--- src/rtl/sync_fifo_thresh_buffer.sv ---
// Single-clock circular FIFO with occupancy count, programmable almost-full/empty
// flags, flush, sticky overflow/underflow, and selectable FWFT or registered read.
module sync_fifo_thresh_buffer #(
  parameter int DATA_WIDTH    = 32,
  parameter int FIFO_DEPTH    = 32,
  parameter int FWFT          = 1,
  parameter int AFULL_THRESH  = 28,
  parameter int AEMPTY_THRESH = 4
) (
  input  logic                            clk_i,
  input  logic                            rst_i,
  input  logic                            flush_i,
  input  logic                            write_i,
  input  logic [DATA_WIDTH-1:0]           wr_data_i,
  input  logic                            read_i,
  output logic [DATA_WIDTH-1:0]           rd_data_o,
  output logic                            rd_valid_o,
  output logic                            full_o,
  output logic                            empty_o,
  output logic                            almost_full_o,
  output logic                            almost_empty_o,
  output logic [$clog2(FIFO_DEPTH+1)-1:0] count_o,
  output logic                            overflow_o,
  output logic                            underflow_o
);
  localparam int CW   = $clog2(FIFO_DEPTH + 1);
  localparam int PW   = (FIFO_DEPTH > 1) ? $clog2(FIFO_DEPTH) : 1;
  localparam bit POW2 = (FIFO_DEPTH == (1 << PW));

  localparam logic [PW-1:0] LAST_PTR = PW'(FIFO_DEPTH - 1);
  localparam logic [CW-1:0] DEPTH_C  = CW'(FIFO_DEPTH);
  localparam logic [CW-1:0] AF_C     = CW'(AFULL_THRESH);
  localparam logic [CW-1:0] AE_C     = CW'(AEMPTY_THRESH);

  logic [DATA_WIDTH-1:0] mem [FIFO_DEPTH];
  logic [PW-1:0]         wr_ptr, rd_ptr;
  logic [CW-1:0]         count_q, count_nxt;
  logic                  full_q, empty_q, afull_q, aempty_q, ovf_q, unf_q;
  logic                  wr_en, rd_en, wr_go, rd_go;

  // Acceptance uses the registered flags only, so no request-to-flag comb path exists.
  assign wr_en = write_i & ~full_q;
  assign rd_en = read_i  & ~empty_q;
  assign wr_go = wr_en & ~rst_i & ~flush_i;
  assign rd_go = rd_en & ~rst_i & ~flush_i;

  function automatic logic [PW-1:0] ptr_inc(input logic [PW-1:0] p);
    if (POW2) return p + 1'b1;
    else      return (p == LAST_PTR) ? '0 : p + 1'b1;
  endfunction

  always_comb begin
    count_nxt = count_q;
    case ({wr_en, rd_en})
      2'b10:   count_nxt = count_q + 1'b1;
      2'b01:   count_nxt = count_q - 1'b1;
      default: count_nxt = count_q;
    endcase
  end

  always_ff @(posedge clk_i) begin
    if (rst_i || flush_i) begin
      wr_ptr   <= '0;
      rd_ptr   <= '0;
      count_q  <= '0;
      full_q   <= 1'b0;
      empty_q  <= 1'b1;
      afull_q  <= 1'b0;
      aempty_q <= 1'b1;
      ovf_q    <= 1'b0;
      unf_q    <= 1'b0;
    end else begin
      if (wr_en) wr_ptr <= ptr_inc(wr_ptr);
      if (rd_en) rd_ptr <= ptr_inc(rd_ptr);
      count_q  <= count_nxt;
      full_q   <= (count_nxt == DEPTH_C);
      empty_q  <= (count_nxt == '0);
      afull_q  <= (count_nxt >= AF_C);
      aempty_q <= (count_nxt <= AE_C);
      if (write_i && full_q) ovf_q <= 1'b1;
      if (read_i && empty_q) unf_q <= 1'b1;
    end
  end

  // Storage is deliberately left unreset.
  always_ff @(posedge clk_i) begin
    if (wr_go) mem[wr_ptr] <= wr_data_i;
  end

  generate
    if (FWFT != 0) begin : g_fwft
      assign rd_data_o  = empty_q ? '0 : mem[rd_ptr];
      assign rd_valid_o = ~empty_q;
    end else begin : g_regrd
      logic [DATA_WIDTH-1:0] rd_data_q;
      logic                  rd_valid_q;
      // Flush drops the valid pulse but keeps the last word on the bus.
      always_ff @(posedge clk_i) begin
        if (rst_i) begin
          rd_data_q  <= '0;
          rd_valid_q <= 1'b0;
        end else if (flush_i) begin
          rd_valid_q <= 1'b0;
        end else begin
          rd_valid_q <= rd_go;
          if (rd_go) rd_data_q <= mem[rd_ptr];
        end
      end
      assign rd_data_o  = rd_data_q;
      assign rd_valid_o = rd_valid_q;
    end
  endgenerate

  assign full_o         = full_q;
  assign empty_o        = empty_q;
  assign almost_full_o  = afull_q;
  assign almost_empty_o = aempty_q;
  assign count_o        = count_q;
  assign overflow_o     = ovf_q;
  assign underflow_o    = unf_q;
endmodule

--- config.mk ---
export PLATFORM = sky130hd
export DESIGN_NAME = sync_fifo_thresh_buffer
export DESIGN_NICKNAME = d
export VERILOG_FILES = /design/src/rtl/sync_fifo_thresh_buffer.sv
export SDC_FILE = /design/constraint.sdc
export NUM_CORES = 1
export LEC_CHECK = 0
export ABC_AREA = 0
export CAP_MARGIN = 20
export CORE_ASPECT_RATIO = 1.4
export CORE_UTILIZATION = 45
export CTS_CLUSTER_SIZE = 30
export DETAILED_ROUTE_END_ITERATION = 8
export PLACE_DENSITY = 0.64
export SLEW_MARGIN = 20
export SYNTH_ARGS = -nofsm -noshare
export SYNTH_HDL_FRONTEND = slang
export SYNTH_SLANG_ARGS = --single-unit
--- constraint.sdc ---
create_clock -name clk_i -period 10.6 [get_ports clk_i]
set_clock_uncertainty 0.1 [all_clocks]
set_input_delay 3.18 -clock clk_i [delete_from_list [all_inputs] [get_ports clk_i]]
set_output_delay 3.18 -clock clk_i [all_outputs]
set_load 0.02 [all_outputs]
# Word-level counts from Yosys, hierarchy flattened
# Memories as Yosys holds them, arrays and structs flattened. A register that Yosys moved wholly into a read port is not among the register bits.
# Cells that the tools add are included.
# W data, S select, Z words.
dict set report word_totals {
  regBits 22
  ram_bits 1024
  in_bits 37
  out_inout_bits 45
  wordCells 37
  memories 1
}
dict set report classes {
  addsub 4
  magnitude_cmp 2
  eq_ne 3
  mux 6
  bitwise 8
  n_reduce_logical 4
}
# name words width read_ports rd_ports_with_merged_regs write_ports line
set mem_list {}
lappend mem_list {mem 32 32 1 1 1 35} ;# logic [DATA_WIDTH-1:0] mem [FIFO_DEPTH];
# operator n
set op_table {}
lappend op_table {{$mux W32} 1}
lappend op_table {{$pmux W6 S2} 1}
lappend op_table {{$add A5 B1 Y5 const B} 2}
lappend op_table {{$mux W5} 2}
lappend op_table {{$add A6 B1 Y6 const B} 1}
lappend op_table {{$eq A6 B6 Y1 const B} 1}
lappend op_table {{$ge A6 B5 Y1 const B} 1}
lappend op_table {{$le A6 B3 Y1 const B} 1}
lappend op_table {{$logic_not A6 Y1} 1}
lappend op_table {{$sub A6 B1 Y6 const B} 1}
lappend op_table {{$and A1 B1 Y1} 4}
lappend op_table {{$not A1 Y1} 4}
lappend op_table {{$eq A2 B1 Y1 const B} 1}
lappend op_table {{$eq A2 B2 Y1 const B} 1}
lappend op_table {{$logic_and A1 B1 Y1} 2}
lappend op_table {{$mux W1} 2}
lappend op_table {{$logic_or A1 B1 Y1} 1}

# Depth between registers and ports, before layout
dict set report logic_depth {
  word_depth 6
  depth_mapped 13
  mapped_depth_nobuf 11
}

# Worst setup path after synthesis
# No wires, ideal clock.
dict set report synth_timing {
  path_kind {input -> register}
  from {in write_i}
  to {mem mem[14][0] (enable)}
  setup_ps 421
  arrival_ps 5400
  required_time_ps 10079
  setup_slack_ps 4678
  path_stages 5
  path_buffers 0
  path_cell_list {nor2b_1 -> inv_1 -> nor2_1 -> nand2_1 -> nor2_1}
}
dict set report synth_between {
  elab_chain_cells 5
}
# element line
set synth_lines {}
lappend synth_lines {{start, declared} 13} ;# input logic write_i,
lappend synth_lines {{$and A1 B1 Y1} 42} ;# assign wr_en = write_i & ~full_q;
lappend synth_lines {{$and A1 B1 Y1 (2 in a row)} 44} ;# assign wr_go = wr_en & ~rst_i & ~flush_i;
lappend synth_lines {{$mux W1} 87} ;# if (wr_go) mem[wr_ptr] <= wr_data_i;
lappend synth_lines {{$mux W1 (not written as such)} 87}
lappend synth_lines {{end, declared} 35}
# Every way passes these cells.

==> summary.md <==
The fraction of met1 tracks used by global routing is 27.0%, and the area of the multi-input gates is 8780 um^2. The post-synthesis area per instance was 22.9 um^2. Worst min-delay path endpoint: overflow_o$_SDFFE_PP0P_. The headroom to the max-slew limit was 20.6%. For the critical path data arrival time, the log shows 4640 ps.

After clock tree synthesis, the setup repair step added 0 buffers. The detail route stage leaves a number of antenna-violating nets equal to 0. The startpoint identified for the worst register-to-register timing path is empty_o$_SDFF_PP1_.

Of the cells placed in the final design, the portion with a size suffix greater than 1 is 29.3%. The logs give 0 for the final number of max-transition violations and 5 for the detailed-router iteration count before antenna repair. The tools report the sequential element share of the synthesized area as 77.4%. The library cell used most frequently in the layout, excluding fill and tap cells, is edfxtp_1.

The H-tree generated during clock tree synthesis spans 3 levels. The logs give 18,718 for the via count and 3.10% for the met3 capacity usage during global routing. The count of buffers added on input and output ports is 81.

The sequential cell area was 31,300 um^2; the timing-limited maximum frequency was 0.126 GHz. In this run the standard cell core region covers 88,600 um^2. Walking the worst path, the cells encountered are buf_4 > buf_12 > mux4_2 > a211oi_1 > nor3_1 > clkdlybuf4s50_1. The number of fill cells in the layout was 6,750; the routed length per placed instance was 30.2 um. The tools report the number of global-route vias before repair as 19,519. The tools report the max-cap check violation count as 0. met2 is the most crowded layer.

The depth of the worst register-to-register path came out at 11. The final-report setup violation count is 0. Routability-driven placement finished with a final weighted congestion of 0.741.

The run gives 0 as the final global-route overflow total. The number of instances in the synthesized netlist came out at 1,765. Final hold analysis gives a worst-case slack of 385 ps. The tools report the combined area of all synthesized cells as 40,400 um^2. Post-CTS repair changed the size of 0 cells. The clock passes through at most 3 buffers. The vias per cell came out at 5.93.

Synthesis instantiated 40 different standard cells from the library. Setup slack closes at 2680 ps. Die width: 255 um. The area overhead of the layout relative to synthesis was 14.1%.

In the synthesized netlist the async set-or-reset flop fraction comes to 0%. Summing all placed instances gives a cell area of 42,800 um^2. Register-to-register setup slack: 6520 ps. TritonCTS built the clock tree. For the number of antenna violations at the first check in global routing, the log shows 4. In the routed design, unresolved DRC markers number 0.

The worst min-delay path startpoint was overflow_o$_SDFFE_PP0P_. The clock root buffer master is clkbuf_16. The worst supply voltage drop on vdd is 0.000122 V, and the share of the clock period used by the worst path is 74.7%.

82 I/O pins were placed. Leaving out fill and tap cells, the most frequent cells in the layout are edfxtp_1, mux4_2, clkbuf_16, clkdlybuf4s50_1, buf_4. Buffers inserted during clock tree synthesis total 97.

Once detailed placement completed, the half-perimeter wirelength came to 51,500 um. The detailed-route wire length was 95,400 um. Along the worst hold path, the cell count comes to 2. The non-filler instance count after layout is 3,158.

The setup TNS is 0 ps, and the largest net degree at the start of global routing is 94. Counting every net in the synthesized netlist gives 1,810. The clock transition time at the flip-flop clock pins of the worst setup and hold paths was 60 ps.

Once the floorplan was initialized, standard cells occupied 45.6% of the core. The run gives 7320 ps as the required time at the worst-slack endpoint. For this block, the initial DRC count from the detailed router was 1,835. In this run the power density over the cells is 184 nW/um^2. The slew at the pin closest to its max-slew limit was 1160 ps; the clock period minus final worst setup slack was 7920 ps. The worst register-to-register path ends at almost_full_o$_SDFF_PP0_. The die outline height was 357 um. Along the worst path, the maximum fanout reaches 76. The leakage power of the design was 13.7 nW.

Wire length of the first global-routing pass: 138,000 um. The setup path with the least slack is of type reg -> out. The total global routing track utilization came out at 21.6%. For this run, the post-layout net count is 1,941. The family with the most delay on the worst path is buffers and inverters. The synthesized design contains 1,051 register bits. In this run, placement finished with an instance count of 2,975. Overall power consumption after layout is estimated at 8.47 mW. The critical path endpoint category is a primary output. Before CTS, the worst setup slack after placement is 3280 ps. The number of buffers and inverters on the critical path is 3. On the worst path, the slowest cell contributes a delay of 940 ps.

The floorplan die area is 91,000 um^2. After floorplanning, the core was divided into 129 placement rows. The tools report the synthesis warning total as 0. The number of hold violations in the final report came out at 0.

In the synthesized netlist the dominant register cell turns out to be edfxtp_1. For this design, the slowest cell found on the critical path is dfxtp_4. The number of enable-type register cells in the synthesized netlist was 1,024; the fraction of met2 tracks used by global routing was 38.8%.

The clock insertion delay at the later pin of the skew report was 660 ps; the core utilization of the finished layout was 52.0%. Type of the most critical hold path: reg -> reg. The run gives 46,100 um^2 as the final instance area. Setup repair after global routing left no endpoint under its margin.

The flow ran to the end, and the final reports show no timing, DRC or antenna violations. The hold buffer count at cts is 0. Kind of start point of the critical path: a flip-flop. The clock net sink count was 1,051.
[cells in the mapped netlist (9+ instances only)]
library cell	instances	area, um^2
nor3_1	28	140
mux2_2	40	450
nand2_1	11	41.3
buf_6	16	180
dfxtp_1	27	541
mux2i_1	10	100
nor2b_1	39	244
mux4_2	280	6310
edfxtp_1	1024	30700
buf_2	21	105
a211oi_1	32	240
nor2_1	54	203
clkbuf_1	50	188
xor2_1	9	78.8
a21oi_1	11	55.1
buf_1	9	33.8
o22ai_1	33	206
[per-layer routing]
layer | up-vias | share of wire (%)
met5 | - | 0
met1 | 10124 | 37
met3 | 149 | 6.0
li1 | 7753 | -
met2 | 692 | 54
met4 | 0 | 2.5
[worst max-delay path by stage]
stage | startpoint | end | slack (ps) | cells after the start
3_3_place_gp | flip-flop | rd_data_o[28] | 3270 | 7
2_1_floorplan | write_i | mem[14][0]$_DFFE_PP_ | 4680 | 5
3_5_place_dp | flip-flop | rd_data_o[28] | 3280 | 7
4_1_cts | flip-flop | rd_data_o[28] | 2560 | 7
5_1_grt | flip-flop | rd_data_o[28] | 2430 | 7
6_report | flip-flop | rd_data_o[25] | 2680 | 6
[kinds of logic (layout without fill, tap and decap cells)]
| logic type | after synthesis | after routing | synth area share [%] |
|---|---|---|---|
| other cells | 0 | 1 | 0 |
| buf+inv | 107 | 320 | 1.41 |
| simple gates | 161 | 161 | 2.03 |
| mux | 330 | 330 | 17.0 |
| xor+xnor | 14 | 14 | 0.304 |
| fa+ha+maj | 8 | 8 | 0.248 |
| flops | 1051 | 1051 | 77.4 |
| compound gates | 94 | 94 | 1.58 |
[area by class of cell]
type / count / area share [%]
Sequential cell: 1051 / 67.9
Multi-Input combinational cell: 607 / 19.0
Clock buffer: 118 / 5.66
Tap cell: 1179 / 3.20
Timing Repair Buffer: 134 / 2.55
Clock inverter: 63 / 1.61
Inverter: 5 / 0.0407
Antenna cell: 1 / 0.00543
[sequential cells by signal, indices dropped and copies added (netlist names), named ones only]
register        count
rd_ptr              5
count_o             6
mem              1024
almost_empty_o      1
empty_o             1
full_o              1
almost_full_o       1
underflow_o         1
overflow_o          1
wr_ptr              5
[power by group]
part,leakage (nW),internal (mW),switching [mW],total (mW)
Combinational,2.68,0.0961,0.146,0.242
Clock,1.64,2.13,1.53,3.65
Sequential,9.43,4.56,0.0154,4.58
Total,13.7,6.79,1.69,8.47
[tightest hold or removal path, cell delays in order, from the launching register on]
cell and delay [ps]:
dfxtp_1 340, a21oi_1 40, nor2_1 70
Note: power is estimated with default switching activity, not from simulation.
